==> src/rtl/fb_seq_pkg.sv <==
// rtl/fb_seq_pkg.sv - shared types and constants for the framebuffer address sequencer
// Contents:
//   state_t                 sequencer state (IDLE / RUN / DONE)
//   MODE_WRAP/MODE_ONESHOT  frame mode encodings for the mode input
//   DIR_UP/DIR_DOWN         scan direction encodings for the dir input
package fb_seq_pkg;

  typedef enum logic [1:0] {
    IDLE = 2'd0,
    RUN  = 2'd1,
    DONE = 2'd2
  } state_t;

  localparam logic MODE_WRAP    = 1'b0;
  localparam logic MODE_ONESHOT = 1'b1;

  localparam logic DIR_UP   = 1'b0;
  localparam logic DIR_DOWN = 1'b1;

endpackage

==> src/rtl/fb_coord_counter.sv <==
// rtl/fb_coord_counter.sv - col/row/linear-address counter with carry, load and origin preset
// Ports:
//   clk, rst             clock, synchronous active-low reset
//   load, load_col/row   load clamped coordinates (highest priority after reset)
//   preset               jump to the frame origin for the given dir
//   step                 advance one pixel in raster order in the given dir
//   dir                  0 = ascending, 1 = descending
//   col, row, addr       registered position; addr = row*COLS + col
module fb_coord_counter
  import fb_seq_pkg::*;
#(
  parameter int COLS   = 100,
  parameter int ROWS   = 100,
  parameter int ADDR_W = 16,
  localparam int COL_W = $clog2(COLS),
  localparam int ROW_W = $clog2(ROWS)
) (
  input  logic              clk,
  input  logic              rst,
  input  logic              load,
  input  logic [COL_W-1:0]  load_col,
  input  logic [ROW_W-1:0]  load_row,
  input  logic              preset,
  input  logic              step,
  input  logic              dir,
  output logic [COL_W-1:0]  col,
  output logic [ROW_W-1:0]  row,
  output logic [ADDR_W-1:0] addr
);

  localparam logic [ADDR_W-1:0] LAST    = ADDR_W'(COLS * ROWS - 1);
  localparam logic [COL_W-1:0]  COL_MAX = COL_W'(COLS - 1);
  localparam logic [ROW_W-1:0]  ROW_MAX = ROW_W'(ROWS - 1);
  localparam logic [ADDR_W-1:0] A_ONE   = ADDR_W'(1);
  localparam logic [COL_W-1:0]  C_ONE   = COL_W'(1);
  localparam logic [ROW_W-1:0]  R_ONE   = ROW_W'(1);

  logic [COL_W-1:0] lc;
  logic [ROW_W-1:0] lr;

  // Out-of-range load coordinates saturate to the last column/row so addr stays <= LAST.
  assign lc = (load_col > COL_MAX) ? COL_MAX : load_col;
  assign lr = (load_row > ROW_MAX) ? ROW_MAX : load_row;

  always_ff @(posedge clk) begin
    if (!rst) begin
      col  <= '0;
      row  <= '0;
      addr <= '0;
    end else if (load) begin
      col  <= lc;
      row  <= lr;
      // Only place the multiply is needed; stepping keeps addr in lockstep incrementally.
      addr <= ADDR_W'(lr) * ADDR_W'(COLS) + ADDR_W'(lc);
    end else if (preset) begin
      if (dir == DIR_DOWN) begin
        col  <= COL_MAX;
        row  <= ROW_MAX;
        addr <= LAST;
      end else begin
        col  <= '0;
        row  <= '0;
        addr <= '0;
      end
    end else if (step) begin
      if (dir == DIR_DOWN) begin
        addr <= addr - A_ONE;
        if (col == '0) begin
          col <= COL_MAX;
          row <= row - R_ONE;
        end else begin
          col <= col - C_ONE;
        end
      end else begin
        addr <= addr + A_ONE;
        if (col == COL_MAX) begin
          col <= '0;
          row <= row + R_ONE;
        end else begin
          col <= col + C_ONE;
        end
      end
    end
  end

endmodule

==> src/rtl/fb_addr_sequencer.sv <==
// rtl/fb_addr_sequencer.sv - raster-order framebuffer address sequencer with ready/valid output
// Ports:
//   clk, rst               clock, synchronous active-low reset
//   en                     global advance enable
//   mode                   0 = continuous wrap, 1 = one-shot
//   dir                    0 = ascending, 1 = descending
//   start                  begin/restart a frame from the origin
//   load, load_col/row     load coordinates (any state, no pulses)
//   addr_ready             consumer accepts the current address
//   addr, col, row         current position
//   addr_valid, busy       high while in RUN
//   frame_start            pulse: first address of a frame is presented
//   frame_done             pulse: terminal address was accepted
module fb_addr_sequencer
  import fb_seq_pkg::*;
#(
  parameter int COLS   = 100,
  parameter int ROWS   = 100,
  parameter int ADDR_W = 16,
  localparam int COL_W = $clog2(COLS),
  localparam int ROW_W = $clog2(ROWS)
) (
  input  logic              clk,
  input  logic              rst,
  input  logic              en,
  input  logic              mode,
  input  logic              dir,
  input  logic              start,
  input  logic              load,
  input  logic [COL_W-1:0]  load_col,
  input  logic [ROW_W-1:0]  load_row,
  input  logic              addr_ready,
  output logic [ADDR_W-1:0] addr,
  output logic [COL_W-1:0]  col,
  output logic [ROW_W-1:0]  row,
  output logic              addr_valid,
  output logic              busy,
  output logic              frame_start,
  output logic              frame_done
);

  localparam logic [ADDR_W-1:0] LAST = ADDR_W'(COLS * ROWS - 1);

  state_t state, next_state;
  logic   xfer, terminal, preset, step, fs_d, fd_d;

  assign addr_valid = (state == RUN);
  assign busy       = (state == RUN);
  assign xfer       = addr_valid && addr_ready && en;
  assign terminal   = (dir == DIR_UP) ? (addr == LAST) : (addr == '0);

  always_ff @(posedge clk) begin
    if (!rst) begin
      state       <= IDLE;
      frame_start <= 1'b0;
      frame_done  <= 1'b0;
    end else begin
      state       <= next_state;
      frame_start <= fs_d;
      frame_done  <= fd_d;
    end
  end

  // Load only moves the position; it suppresses any advance but never blocks a start.
  always_comb begin
    next_state = state;
    fs_d       = 1'b0;
    fd_d       = 1'b0;
    preset     = 1'b0;
    step       = 1'b0;
    if (start) begin
      next_state = RUN;
      fs_d       = 1'b1;
      preset     = 1'b1;
    end else if (xfer && !load) begin
      if (terminal) begin
        fd_d = 1'b1;
        if (mode == MODE_ONESHOT) begin
          next_state = DONE;
        end else begin
          preset = 1'b1;
          fs_d   = 1'b1;
        end
      end else begin
        step = 1'b1;
      end
    end
  end

  fb_coord_counter #(
    .COLS   (COLS),
    .ROWS   (ROWS),
    .ADDR_W (ADDR_W)
  ) u_cnt (
    .clk      (clk),
    .rst      (rst),
    .load     (load),
    .load_col (load_col),
    .load_row (load_row),
    .preset   (preset),
    .step     (step),
    .dir      (dir),
    .col      (col),
    .row      (row),
    .addr     (addr)
  );

endmodule

==> config.mk <==
export PLATFORM = sky130hd
export DESIGN_NAME = fb_addr_sequencer
export DESIGN_NICKNAME = d
export VERILOG_FILES = /design/src/rtl/fb_seq_pkg.sv /design/src/rtl/fb_coord_counter.sv /design/src/rtl/fb_addr_sequencer.sv
export SDC_FILE = /design/constraint.sdc
export NUM_CORES = 1
export LEC_CHECK = 0
export BUFFER_PORTS_ARGS = -buffer_cell sky130_fd_sc_hd__buf_4
export CORE_ASPECT_RATIO = 1.25
export CORE_MARGIN = 2
export CORE_UTILIZATION = 50
export CTS_CLUSTER_DIAMETER = 100
export DETAILED_ROUTE_END_ITERATION = 10
export PLACE_DENSITY_LB_ADDON = 0.08
export SYNTH_ARGS = -nofsm -noshare
export SYNTH_HDL_FRONTEND = slang
export SYNTH_SLANG_ARGS = --single-unit
==> constraint.sdc <==
create_clock -name clk -period 7 [get_ports clk]
set_input_delay 2.1 -clock clk [delete_from_list [all_inputs] [get_ports clk]]
set_output_delay 2.1 -clock clk [all_outputs]
set_load 0.01 [all_outputs]
Yosys cells after proc, flatten, opt, wreduce, memory -nomap -nowiden:

Cells that the tools add are included.

* div/mod/pow operators: 0
* bitwise gates (word level): 2
* shift-type cells: 0
* order comparisons: 2
* equality and inequality tests: 4
* reductions and logical operators: 16
* add/subtract/negate cells: 7
* multiplexer cells: 33
* $mul: 1

Operators with widths (count)
* 7-bit two-way mux: 15
* 16-bit two-way mux: 4
* 16-bit by 1-bit adder with 16-bit output (second input constant): 1
* 16-bit by 14-bit == test with 1-bit output (second input constant): 1
* 16-bit logical NOT: 1
* 16-bit by 1-bit subtractor with 16-bit output (second input constant): 1
* 14-bit by 7-bit adder with 15-bit output: 1
* 7-bit by 1-bit adder with 7-bit output (second input constant): 2
* 7-bit > comparator (second input constant): 2
* 14-bit two-way mux: 1
* 7-bit by 1-bit subtractor with 7-bit output (second input constant): 2
* 1-bit two-way mux: 13
* 7-bit by 5-bit multiplier with 12-bit output (second input constant): 1
* 3-bit AND reduction: 3
* 7-bit == test (second input constant): 1
* 7-bit logical NOT: 1
* 2-bit nonzero test: 3
* 4-bit by 1-bit != test with 1-bit output (second input constant): 1
* 4-bit nonzero test: 1
* 1-bit logical AND: 3
* 3-bit nonzero test: 1
* 3-bit OR reduction: 1
* 2-bit by 1-bit == test with 1-bit output (second input constant): 1
* 1-bit NOT: 2
* 2 further kinds: 2

* input bits: 22
* output and inout port bits: 34
* memory bits (read-only): 0
* memory bits (writable): 0
* memories: 0
* flip-flop bits (word level): 34
* logic and storage cells: 72
* bits in latches: 0

Longest topological paths before layout:

Gate-level depths: netlist (run 1).

* word-level depth: 9
* mapped depth: 16
* depth with buffers taken out: 16

Hierarchy:

From an unflattened synthesis (run 1), not the netlist that was laid out.

* cells, all modules: 509
* area, all modules: 3978.8 um^2

Modules (own cells, without submodules)
* fb_coord_counter: cells each 476, sequential area each 600.6 um^2, instances 1, area an instance 3687.3 um^2
* fb_addr_sequencer: cells each 33, sequential area each 80.1 um^2, instances 1, area an instance 291.5 um^2

Worst setup path before layout (run 1):

Ideal clock, no wire load.

* path type: input port to flip-flop
* start: in load_row[4]
* end: reg u_cnt.addr[13]
* cell stages on the path: 16
* buffers on the path: 0
* arrival: 5.677 ns
* data required time: 6.940 ns
* slack: 1.263 ns
* library setup time: 0.060 ns
* cells stage by stage: o311ai_0 nand2b_1 ha_1 ha_1 inv_1 fa_1 inv_1 ha_1 nor2b_1 o21a_1 o21a_1 o311ai_2 nand3_2 or3b_1 a21oi_1 o221a_1

* cells in the longest elaborated chain, start to end: 5

RTL lines
* start: declaration: line fb_addr_sequencer.sv:31 `input logic [ROW_W-1:0] load_row,`
* 7-bit > comparator: line fb_coord_counter.sv:43 `assign lr = (load_row > ROW_MAX) ? ROW_MAX : load_row;`
* 7-bit two-way mux *: line fb_coord_counter.sv:43
* 7-bit by 5-bit multiplier with 12-bit output *: line fb_coord_counter.sv:54 `addr <= ADDR_W'(lr) * ADDR_W'(COLS) + ADDR_W'(lc);`
* 14-bit by 7-bit adder with 15-bit output *: line fb_coord_counter.sv:54
* 16-bit two-way mux *: line fb_coord_counter.sv:50 `end else if (load) begin`
* end signal: assignment: line fb_coord_counter.sv:54
* end signal: assignment: line fb_coord_counter.sv:67 `addr <= addr - A_ONE;`
* end signal: assignment: line fb_coord_counter.sv:75 `addr <= addr + A_ONE;`
* end: declaration: line fb_coord_counter.sv:28 `output logic [ADDR_W-1:0] addr`

Mark *: on every way between the ends. The rest lies on a longest branch, timed or not.
A chain may end at the register's enable or synchronous reset.

Worst setup path in the final report (run 1):

Same ends and word-level chain as after synthesis.

==> run metrics, run 1 <==
overall die area 8650 um2; initial standard-cell utilization of the core just over 50%; total routing usage reported by global routing between 20% and 30%; ordered cell list for the critical path buf_4 -> o311ai_0 -> nand2b_1 -> ha_1 -> ha_1 -> inv_1 -> fa_1 -> inv_1 -> ha_1 -> nor2b_1 -> o21a_1 -> o21a_1 -> o311ai_2 -> nand3_2 -> or3b_1 -> a21oi_1 -> o221a_1; clock latency on the worst-skew pair just under 0.3 ns; fraction of final layout cells sized beyond drive strength 1 approximately 17%; Min Hold Slack between 0.4 and 0.5 ns; Post-Synthesis Net Count approximately 570; post-layout net count ~610; placement row count 36; count of final setup violators 0; Setup WS pre-CTS between 0.9 and 1 ns; post-route minimum period approximately 5.8 ns; setup TNS 0 ns; hold-fix buffers at CTS 0; number of routed nets with antenna violations 0; Placer Congestion between 0.8 and 0.9; yosys warns 0; number of fillers in the final layout approximately 770; required time at the worst-slack endpoint 7.23 ns; proportion of synthesized flip-flops having asynchronous set or reset 0%; Max-Slew Margin vs Limit about 44%; Cell variety after synth 79; area fraction of the dominant cell type after synthesis around 17%; Final period util 83.1%; placed wire-length estimate after detailed placement about 7800 um; critical path data arrival time about 6.0 ns; RSZ-0062 raised after global routing no; CTS tree done; pin count of the biggest net entering global routing 41; total number of vias 3,782; smallest setup slack after layout roughly 1.2 ns; relative area change from synthesis to final layout 12.4%; number of enable-type register cells in the synthesized netlist 0; category of the worst setup path capture point flop; count of port buffers added during placement between 50 and 60; via count of the first global-routing pass ~3,700; buffers plus inverters on the worst setup path 3; Slew @ Worst Pin ~0.84 ns; area of the core between 7000 and 8000 um2; flip-flop and latch count after synthesis 34; Crit path largest cell delay approximately 0.5 ns; Vias/cell 6.03; first-pass detailed-route iteration total 4; Ant. Diodes 0; run status completed; max frequency ~170 MHz; Syn Area/Cell roughly 8 um2; level count of the clock H-tree 2; worst hold path type flop to flop; width of the chip about 84 um; critical path's most frequent cell ha_1; Primary FF master, synth dfxtp_1; final core utilization 57.5%; Mapped Cells around 500; Leakage 2.01 nW; detailed-route wire length per cell 16.7 um; CP delay by family, top compound AO/OA/AOI/OAI gates; clock sinks 34; skew final 0.00432 ns; Critical Path Slowest Stage Cell fa_1; Clock Path Buffers 2; count of maximum capacitance violations 0; height of the die between 100 and 150 um; I/O pin count 56; number of remaining DRC errors 0; antenna violations before repair 0; root buffer selected by CTS clkbuf_8; classification of the worst setup path primary input to flop; top cell type by total area after synthesis dfxtp_1; buffer count from post-CTS setup fixing 0; P per Cell Area approximately 190 nW/um2; clock transition at the register clock pins on the worst setup and hold paths after CTS around 0.07 ns; Hold Fails Final Rpt 0; CP startpoint kind primary input; CTS resizes 0; first-pass GRT wire length between 15,000 and 20,000 um; maximum fanout along the worst path 5; Cell Area, Synth 3960 um2; number of CTS-inserted buffers 5; IR Drop Worst-Case VDD roughly 0.084 mV; violation count after the first detailed-routing iteration 191; total detailed-routing wirelength between 10,000 and 15,000 um; post-synthesis sequential area ratio between 10% and 20%; remaining global-route overflow 0; count of pins over their slew limit 0; largest cells by area after synthesis dfxtp_1, ha_1, o21ai_0
-- cell usage in the layout, fill, tap and decap left out, types with 3 or more instances in the layout --
cell,Yosys,routed
nor3_1,19,19
o221ai_1,4,4
a311oi_1,5,5
or3_1,5,5
nor2b_1,9,9
nand2b_1,6,6
and3_1,4,4
a221oi_1,6,6
nand4_1,8,8
o21a_1,5,5
dfxtp_1,34,34
o2111ai_1,3,3
a21o_1,6,6
fa_1,5,5
a31oi_1,5,5
xnor2_1,19,19
o21bai_1,5,5
nor2_1,39,39
nand2_1,29,29
and2_1,9,9
a21oi_1,29,29
o211ai_1,7,7
inv_1,31,31
a211oi_1,4,4
nand3_1,8,8
ha_1,51,51
clkbuf_8,2,6
or2_2,5,5
o21ai_0,35,35
a21boi_0,5,5
xor2_1,13,13
nor4_1,3,3
o211a_1,8,8
buf_4,1,55
-- layer usage --
| layer | share of wire (%) | track usage (%) |
|---|---|---|
| met1 | 46 | 31.6 |
| met5 | 0 | 0 |
| met3 | 3.7 | 3.51 |
| met4 | 2.3 | 8.53 |
| met2 | 48 | 41.1 |
-- stage by stage --
step / area, um2 / std cells / power, W
after global routing: 4450 / 627 / 0.000913
after global placement: 4370 / 621 / 0.000691
after floorplan: 3960 / 494 / 0.000579
after CTS: 4450 / 627 / 0.000849
final: 4450 / 627 / 0.000847
after detailed placement: 4370 / 621 / 0.000698
-- cell families after synthesis --
family / count (synthesis) / share of synthesized area, %
AO/OA/AOI/OAI: 157 / 29.2
XOR/XNOR: 32 / 7.08
flip-flops: 34 / 17.2
AND/OR/NAND/NOR: 157 / 20.5
buffers and inverters: 54 / 6.00
adder cells (fa/ha/maj): 58 / 19.2
multiplexers: 2 / 0.821
-- Yosys cell counts (3+ instances only) --
master	n
ha_1	51
nor2_1	39
o21ai_0	35
dfxtp_1	34
inv_1	31
a21oi_1	29
nand2_1	29
nor3_1	19
xnor2_1	19
clkbuf_1	15
xor2_1	13
and2_1	9
nor2b_1	9
nand3_1	8
nand4_1	8
o211a_1	8
o211ai_1	7
a21o_1	6
a221oi_1	6
nand2b_1	6
a21boi_0	5
a311oi_1	5
a31oi_1	5
fa_1	5
o21a_1	5
o21bai_1	5
or2_2	5
or3_1	5
a211oi_1	4
and3_1	4
o221ai_1	4
buf_2	3
nor4_1	3
o2111ai_1	3
-- state kept, by name (all words and copies together), names as in the netlist --
signal and count:
frame_start 1, u_cnt.row 7, state 2, u_cnt.col 7
u_cnt.addr 16, frame_done 1
-- worst min-delay path, delay by kind of cell, from the launching register on --
family	cells	cell delay, ns
DFF	1	0.31
buffers and inverters	1	0.05
AOI/OAI and AO/OA	1	0.05
-- layout make-up --
cell class	count	area, um2	area share, %
inverters	31	116	2.61
clock buffers	6	82.6	1.85
well taps	95	119	2.67
repair buffers	55	413	9.27
multi-input cells	406	3040	68.3
flip-flops and latches	34	681	15.3
-- power breakdown --
group          switching [W]  internal (W)
Clock              0.0000724     0.0000760
Sequential         0.0000293      0.000214
Combinational       0.000248      0.000207
-- worst paths after layout --
| path | startpoint | to | slack, ns | depth (start not counted) |
|---|---|---|---|---|
| max reg2reg | u_cnt.addr[1] | u_cnt.addr[15] | 4.25 | 9 |
| max | load_row[4] | u_cnt.addr[13] | 1.19 | 17 |
| min | state[1] | state[1] | 0.45 | 2 |
| min reg2reg | state[1] | state[1] | 0.45 | 2 |
No activity file was read; power rests on OpenSTA's default activity.
==> run 2: changes to the inputs <==
==> constraint.sdc (replaced) <==
create_clock -name clk -period 5.2 [get_ports clk]
set_input_delay 1.56 -clock clk [delete_from_list [all_inputs] [get_ports clk]]
set_output_delay 1.56 -clock clk [all_outputs]
set_load 0.01 [all_outputs]
==> run 2 against run 1 <==
  * Combinational power up 44%
  * Critical path depth up 1
  * Hold slack worse by 0.0030 ns
  * First-iteration DRC count down 7.3%
  * Sequential cell count unchanged
  * Worst setup slack worse by 0.89 ns
  * Non-clock buffer count up 15
  * Critical path type unchanged
  * Global-route usage down 0.71 points
  * Critical endpoint unchanged
  * Count of clock-buffer cells in the layout up 1
  * Sequential share of layout area down 0.41 points
  * Die area unchanged
  * Final area up 2.7%
==> run metrics, run 2 (synthesis gave the netlist of run 1 again) <==
count of maximum capacitance violations 0 (unchanged); max frequency 204 MHz; share of total power consumed by net switching 40.3% (was 41.3%); maximum fanout along the worst path 4 (was 5); Max-Slew Margin vs Limit 45.9% (was 44.0%); count of pins over their slew limit 0 (unchanged); IR Drop Worst-Case VDD 0.137 mV (was 0.0838 mV); critical path data arrival time 5.14 ns (was 6.04 ns); skew final 0.00303 ns (was 0.00432 ns); clock latency on the worst-skew pair 0.29 ns (about the same); Placer Congestion 0.930 (was 0.875); placed wire-length estimate after detailed placement 7830 um (was 7820 um); number of remaining DRC errors 0 (unchanged); Vias/cell 6.08 (was 6.03); count of port buffers added during placement 55 (unchanged); relative area change from synthesis to final layout 15.5% (was 12.4%); post-layout net count 626 (was 611); CTS tree done (unchanged); placed cell count 636 (was 621); remaining global-route overflow 0 (unchanged); total detailed-routing wirelength 10,200 um (was 10,500 um); cell area after layout 4570 um2 (was 4450 um2); violation count after the first detailed-routing iteration 177 (was 191); number of fillers in the final layout 740 (was 772); area of the core 7750 um2 (unchanged); post-route minimum period 4.90 ns; category of the worst setup path capture point flop (unchanged); Slew @ Worst Pin 0.809 ns (was 0.838 ns); level count of the clock H-tree 2 (unchanged); classification of the worst setup path primary input to flop (unchanged); smallest setup slack after layout 0.299 ns (was 1.19 ns); Critical Path Slowest Stage Cell fa_1 (unchanged); I/O pin count 56 (unchanged); height of the die 104 um (unchanged); highest-count cells in the layout ignoring fill and taps buf_4, ha_1, nor2_1 (unchanged); Min Hold Slack 0.449 ns (was 0.452 ns); clock sinks 34 (unchanged); total routing usage reported by global routing 23.6% (was 24.3%); required time at the worst-slack endpoint 5.44 ns (was 7.23 ns); worst hold path type flop to flop (unchanged); non-filler cells, final 644 (was 627); number of CTS-inserted buffers 5 (unchanged); Setup WS pre-CTS -0.116 ns (was 0.905 ns); share of total power in sequential cells 27.5% (was 28.7%); detailed-route wire length per cell 15.9 um (was 16.7 um); RSZ-0062 raised after global routing no (unchanged); run status completed (unchanged); count of final setup violators 0 (unchanged); Hold Fails Final Rpt 0 (unchanged); antenna violations before repair 0 (unchanged); P per Cell Area 259 nW/um2 (was 190 nW/um2); register bank with the most flops u_cnt.addr (unchanged); registers with the most flip-flops u_cnt.addr: 16 flops, u_cnt.col: 7 flops, u_cnt.row: 7 flops (unchanged); first-pass detailed-route iteration total 5 (was 4); Clock Path Buffers 2 (unchanged); proportion of power drawn by the clock network 17.4% (was 17.5%); initial standard-cell utilization of the core 51.1% (unchanged); total number of vias 3,916 (was 3,782); fraction of final layout cells sized beyond drive strength 1 19.1% (was 16.7%); pin count of the biggest net entering global routing 41 (unchanged); Ant. Diodes 0 (unchanged); cell-internal power 0.000709 W (was 0.000497 W); via count of the first global-routing pass 3,628 (was 3,693); first-pass GRT wire length 17,300 um (was 17,700 um); Final period util about 94%; root buffer selected by CTS clkbuf_8 (unchanged); Crit path largest cell delay 0.45 ns (was 0.49 ns); Cell Area, Placed 4480 um2 (was 4370 um2); hold-fix buffers at CTS 0 (unchanged); number of routed nets with antenna violations 0 (unchanged); placement row count 36 (unchanged); overall die area 8650 um2 (unchanged); Sw Pwr 0.000478 W (was 0.000350 W); Leakage 2.08 nW (was 2.01 nW); ordered cell list for the critical path buf_4 -> o311ai_1 -> nand2b_1 -> buf_4 -> ha_1 -> ha_1 -> ha_1 -> inv_1 -> fa_1 -> nor2b_1 -> o21a_1 -> buf_4 -> nor3_1 -> nor3_1 -> nand3_2 -> or3b_1 -> a21oi_1 -> o221a_1 (was buf_4 -> o311ai_0 -> nand2b_1 -> ha_1 -> ha_1 -> inv_1 -> fa_1 -> inv_1 -> ha_1 -> nor2b_1 -> o21a_1 -> o21a_1 -> o311ai_2 -> nand3_2 -> or3b_1 -> a21oi_1 -> o221a_1); max reg flops 16 (unchanged); Gate power share 55.0% (was 53.8%); commonest non-fill, non-tap cell in the layout buf_4 (unchanged); width of the chip 83.6 um (unchanged); clock transition at the register clock pins on the worst setup and hold paths after CTS 0.07 ns (about the same); CP startpoint kind primary input (unchanged)
run 2: changes by cell type in the layout (fill, tap and decap cells not counted), sizes merged:
cell,change
clkinv,+1
buf,+15
clkbuf,+1
run 2: path summary, 6_finish.rpt:
path | cells past startpoint | start | slack, ns | to
min | 2 | state[1] | 0.45 | state[1]
min reg2reg | 2 | state[1] | 0.45 | state[1]
max | 18 | load_row[4] | 0.30 | u_cnt.addr[13]
max reg2reg | 9 | u_cnt.addr[1] | 2.47 | u_cnt.addr[15]
run 2: critical path: cells and delay by family:
kind            cells  cell delay [ns]
simple gates        6             1.06
buf+inv             4             0.45
compound gates      4             0.79
fa+ha+maj           4             1.26
run 2: timing repair:
| item | in CTS | in global routing |
|---|---|---|
| resized for setup | 0 | 1 |
| buffers inserted | 0 | 0 |
| endpoints found under the setup margin | 0 | 2 |
run 2: routing by layer:
metal	up-vias	global-route usage [%]	wire, um
li1	1932	-	-
met5	-	0	0
met3	23	3.82	473
met4	0	8.06	280
met2	105	40.1	5030
met1	1856	30.3	4450
run 2: power groups by stage:
stage | registers, W | clock network (W) | logic [W]
2_1_floorplan | 0.000332 | 0 | 0.000447
3_3_place_gp | 0.000331 | 0 | 0.000639
3_5_place_dp | 0.000332 | 0 | 0.000649
4_1_cts | 0.000326 | 0.000211 | 0.000654
5_1_grt | 0.000332 | 0.000220 | 0.000728
6_report | 0.000327 | 0.000207 | 0.000653
run 2: final cells by class:
| class | instances | area [um2] | area share, % |
|---|---|---|---|
| repair buffers | 70 | 526 | 11.5 |
| inverters | 31 | 116 | 2.54 |
| clock buffers | 7 | 86.3 | 1.89 |
| clock inverters | 1 | 5.00 | 0.109 |
| multi-input cells | 406 | 3040 | 66.5 |
| well taps | 95 | 119 | 2.60 |
| flip-flops and latches | 34 | 681 | 14.9 |
run 2: per-stage QoR:
| step | TNS, ns | power [W] | utilization, % |
|---|---|---|---|
| global route | 0 | 0.00128 | 59.0 |
| CTS | 0 | 0.00119 | 59.0 |
| detailed placement | -0.200 | 0.000981 | 57.9 |
| floorplan | 0 | 0.000779 | - |
| global placement | -0.0172 | 0.000970 | 57.9 |
| finish | 0 | 0.00119 | 59.0 |
==> run 3: changes to the inputs <==
--- a/config.mk
+++ b/config.mk
@@ -5,6 +5,7 @@
 export SDC_FILE = /design/constraint.sdc
 export NUM_CORES = 1
 export LEC_CHECK = 0
+export ABC_AREA = 1
 export BUFFER_PORTS_ARGS = -buffer_cell sky130_fd_sc_hd__buf_4
 export CORE_ASPECT_RATIO = 1.25
 export CORE_MARGIN = 2
==> run 3 against run 2 <==
  * Final cell count rose by 35%
  * Wire length up 24%
  * Final area increased by 8.2%
  * Sequential cell count is the same
  * Global-route usage rose by 3.9 points
  * Area after synthesis rose by 10%
==> run metrics, run 3 <==
run status completed (unchanged); number of enable-type register cells in the synthesized netlist 0 (unchanged); total detailed-routing wirelength 12,700 um (was 10,200 um); Ant. Diodes 0 (unchanged); area fraction of the dominant cell type after synthesis 15.6% (was 17.2%); number of routed nets with antenna violations 0 (unchanged); Syn Area/Cell 6.18 um2 (was 8.02 um2); number of CTS-inserted buffers 5 (unchanged); fraction of final layout cells sized beyond drive strength 1 13.3% (was 19.1%); total number of vias 4,706 (was 3,916); highest-count cells in the layout ignoring fill and taps nand2_1, nor2_1, inv_1 (was buf_4, ha_1, nor2_1); classification of the worst setup path primary input to flop (unchanged); Crit path largest cell delay 0.49 ns (was 0.45 ns); area of the core 8610 um2 (was 7750 um2); I/O pin count 56 (unchanged); category of the worst setup path capture point flop (unchanged); CP startpoint kind primary input (unchanged); Leakage 2.63 nW (was 2.08 nW); critical path data arrival time 4.78 ns (was 5.14 ns); buffers plus inverters on the worst setup path 6 (was 4); relative area change from synthesis to final layout 13.1% (was 15.5%); Post-Synthesis Net Count 786 (was 572); placement row count 38 (was 36); yosys warns 0 (unchanged); first-pass detailed-route iteration total 5 (unchanged); remaining global-route overflow 0 (unchanged); largest cells by area after synthesis dfxtp_1, ha_1, nand2_1 (was dfxtp_1, ha_1, o21ai_0); ordered cell list for the critical path buf_4 -> inv_1 -> a21oi_1 -> or2_2 -> ha_1 -> ha_1 -> inv_1 -> fa_1 -> inv_1 -> ha_1 -> nand2_1 -> nand2_1 -> inv_1 -> nand2_1 -> nand2_1 -> nand2_1 -> inv_1 -> nand2_1 -> nor2_1 -> nand2_1 -> nand2_1 -> nand3_1 -> nand2_1 -> a21oi_1 (was buf_4 -> o311ai_1 -> nand2b_1 -> buf_4 -> ha_1 -> ha_1 -> ha_1 -> inv_1 -> fa_1 -> nor2b_1 -> o21a_1 -> buf_4 -> nor3_1 -> nor3_1 -> nand3_2 -> or3b_1 -> a21oi_1 -> o221a_1); register bank with the most flops u_cnt.addr (unchanged); antenna violations before repair 0 (unchanged); total area of multi-input combinational cells 3260 um2 (was 3040 um2); level count of the clock H-tree 2 (unchanged); via count of the first global-routing pass 4,437 (was 3,628); proportion of synthesized flip-flops having asynchronous set or reset 0% (unchanged); Max-Slew Margin vs Limit 48.0% (was 45.9%); root buffer selected by CTS clkbuf_8 (unchanged); Cell Area, Synth 4380 um2 (was 3960 um2); buffer count from post-CTS setup fixing 0 (unchanged); count of port buffers added during placement 55 (unchanged); most common cell in the netlist nand2_1 (was ha_1); registers with the most flip-flops u_cnt.addr: 16 flops, u_cnt.col: 7 flops, u_cnt.row: 7 flops (unchanged); top cell type by total area after synthesis dfxtp_1 (unchanged); commonest cells in the netlist nand2_1, nor2_1, inv_1, nand3_1, a21oi_1 (was ha_1, nor2_1, o21ai_0, dfxtp_1, inv_1); Vias/cell 5.40 (was 6.08); Mapped Cells 708 (was 494); required time at the worst-slack endpoint 5.39 ns (was 5.44 ns); max reg flops 16 (unchanged); clock latency on the worst-skew pair 0.30 ns (was 0.29 ns); Placer Congestion 0.905 (was 0.930); count of final setup violators 0 (unchanged); setup TNS 0 ns (unchanged); Clock Path Buffers 2 (unchanged); number of remaining DRC errors 0 (unchanged); Cell variety after synth 45 (was 79); number of fillers in the final layout 915 (was 740); count of pins over their slew limit 0 (unchanged); height of the die 109 um (was 104 um); IR Drop Worst-Case VDD 0.113 mV (was 0.137 mV); clock sinks 34 (unchanged); sequential cell area 681 um2 (unchanged); critical path's most frequent cell nand2_1; post-route minimum period 4.59 ns (was 4.90 ns); CTS tree done (unchanged); Critical Path Slowest Stage Cell fa_1 (unchanged); first-pass GRT wire length 20,700 um (was 17,300 um); Final period util 88.3% (was 94.2%); clock transition at the register clock pins on the worst setup and hold paths after CTS 0.08 ns (was 0.07 ns); P per Cell Area 260 nW/um2 (was 259 nW/um2); Design Power 0.00129 W (was 0.00119 W); skew final 0.00604 ns (was 0.00303 ns); commonest non-fill, non-tap cell in the layout nand2_1 (was buf_4); width of the chip 87.7 um (was 83.6 um); placed wire-length estimate after detailed placement 10,100 um (was 7830 um); worst hold path type flop to flop (unchanged); pin count of the biggest net entering global routing 31 (was 41); post-layout net count 829 (was 626); Hold Fails Final Rpt 0 (unchanged); maximum fanout along the worst path 5 (was 4); hold-fix buffers at CTS 0 (unchanged); RSZ-0062 raised after global routing no (unchanged); max frequency 218 MHz (was 204 MHz); CTS resizes 0 (unchanged); CP delay by family, top adder cells (unchanged); flip-flop and latch count after synthesis 34 (unchanged); initial standard-cell utilization of the core 50.8% (was 51.1%); violation count after the first detailed-routing iteration 207 (was 177); Slew @ Worst Pin 0.779 ns (was 0.809 ns); Primary FF master, synth dfxtp_1 (unchanged); post-synthesis sequential area ratio 15.6% (was 17.2%); overall die area 9520 um2 (was 8650 um2); Min Hold Slack 0.465 ns (was 0.449 ns); count of maximum capacitance violations 0 (unchanged); total routing usage reported by global routing 27.5% (was 23.6%); detailed-route wire length per cell 14.6 um (was 15.9 um)
[run 3: kinds of logic (layout without fill, tap and decap cells)]
kind of cell / Yosys count / count (layout) / share of synthesized area (%)
compound gates: 118 / 118 / 14.4
xor+xnor: 22 / 22 / 4.58
fa+ha+maj: 56 / 56 / 16.9
buf+inv: 107 / 150 / 10.0
flops: 34 / 34 / 15.6
simple gates: 371 / 371 / 38.5
[run 3: final cells by class]
class                           count  area share (%)
Clock buffer                        6            1.67
Clock inverter                      1           0.607
Inverter                           88            6.78
Multi-Input combinational cell    567            65.8
Sequential cell                    34            13.8
Tap cell                          120            3.03
Timing Repair Buffer               55            8.35
[run 3: path summary, 6_finish.rpt]
path                     to  depth (start not counted)  slack [ns]          start
min reg2reg        state[1]                          2        0.47       state[1]
min                state[1]                          2        0.47       state[1]
max reg2reg   u_cnt.addr[2]                          9        2.80  u_cnt.addr[0]
max          u_cnt.addr[12]                         24        0.61    load_row[2]
[run 3: where the power goes]
part           internal (W)  switching (W)
combinational      0.000265       0.000427
sequential         0.000287      0.0000410
clock              0.000154       0.000112
total              0.000706       0.000580
[run 3: stage by stage]
stage | util (%) | cell area, um2 | worst slack (ns) | instances
5_1_grt | 57.5 | 4950 | 0.261 | 871
3_5_place_dp | 56.2 | 4830 | 0.307 | 864
4_1_cts | 57.5 | 4950 | 0.623 | 871
6_report | 57.5 | 4950 | 0.608 | 871
3_3_place_gp | 56.2 | 4830 | 0.367 | 864
2_1_floorplan | - | 4380 | 0.679 | 708
[run 3: routing by layer]
layer | track usage, % | vias to the layer above | wire (um)
li1 | - | 2406 | -
met1 | 34.0 | 2149 | 5350
met2 | 48.8 | 133 | 6430
met3 | 2.52 | 18 | 621
met4 | 10.7 | 0 | 316
met5 | 0 | - | 0
[run 3: worst register-to-register path, stage by stage, from the launching register on]
cell and delay (ns):
dfxtp_1 0.50, nand2_2 0.08, nor2_2 0.21, nand2_1 0.08, nand2_1 0.09, nand3_2 0.12, nand2_1 0.10, nand4_2 0.60
o21ai_0 0.44, a21oi_1 0.06
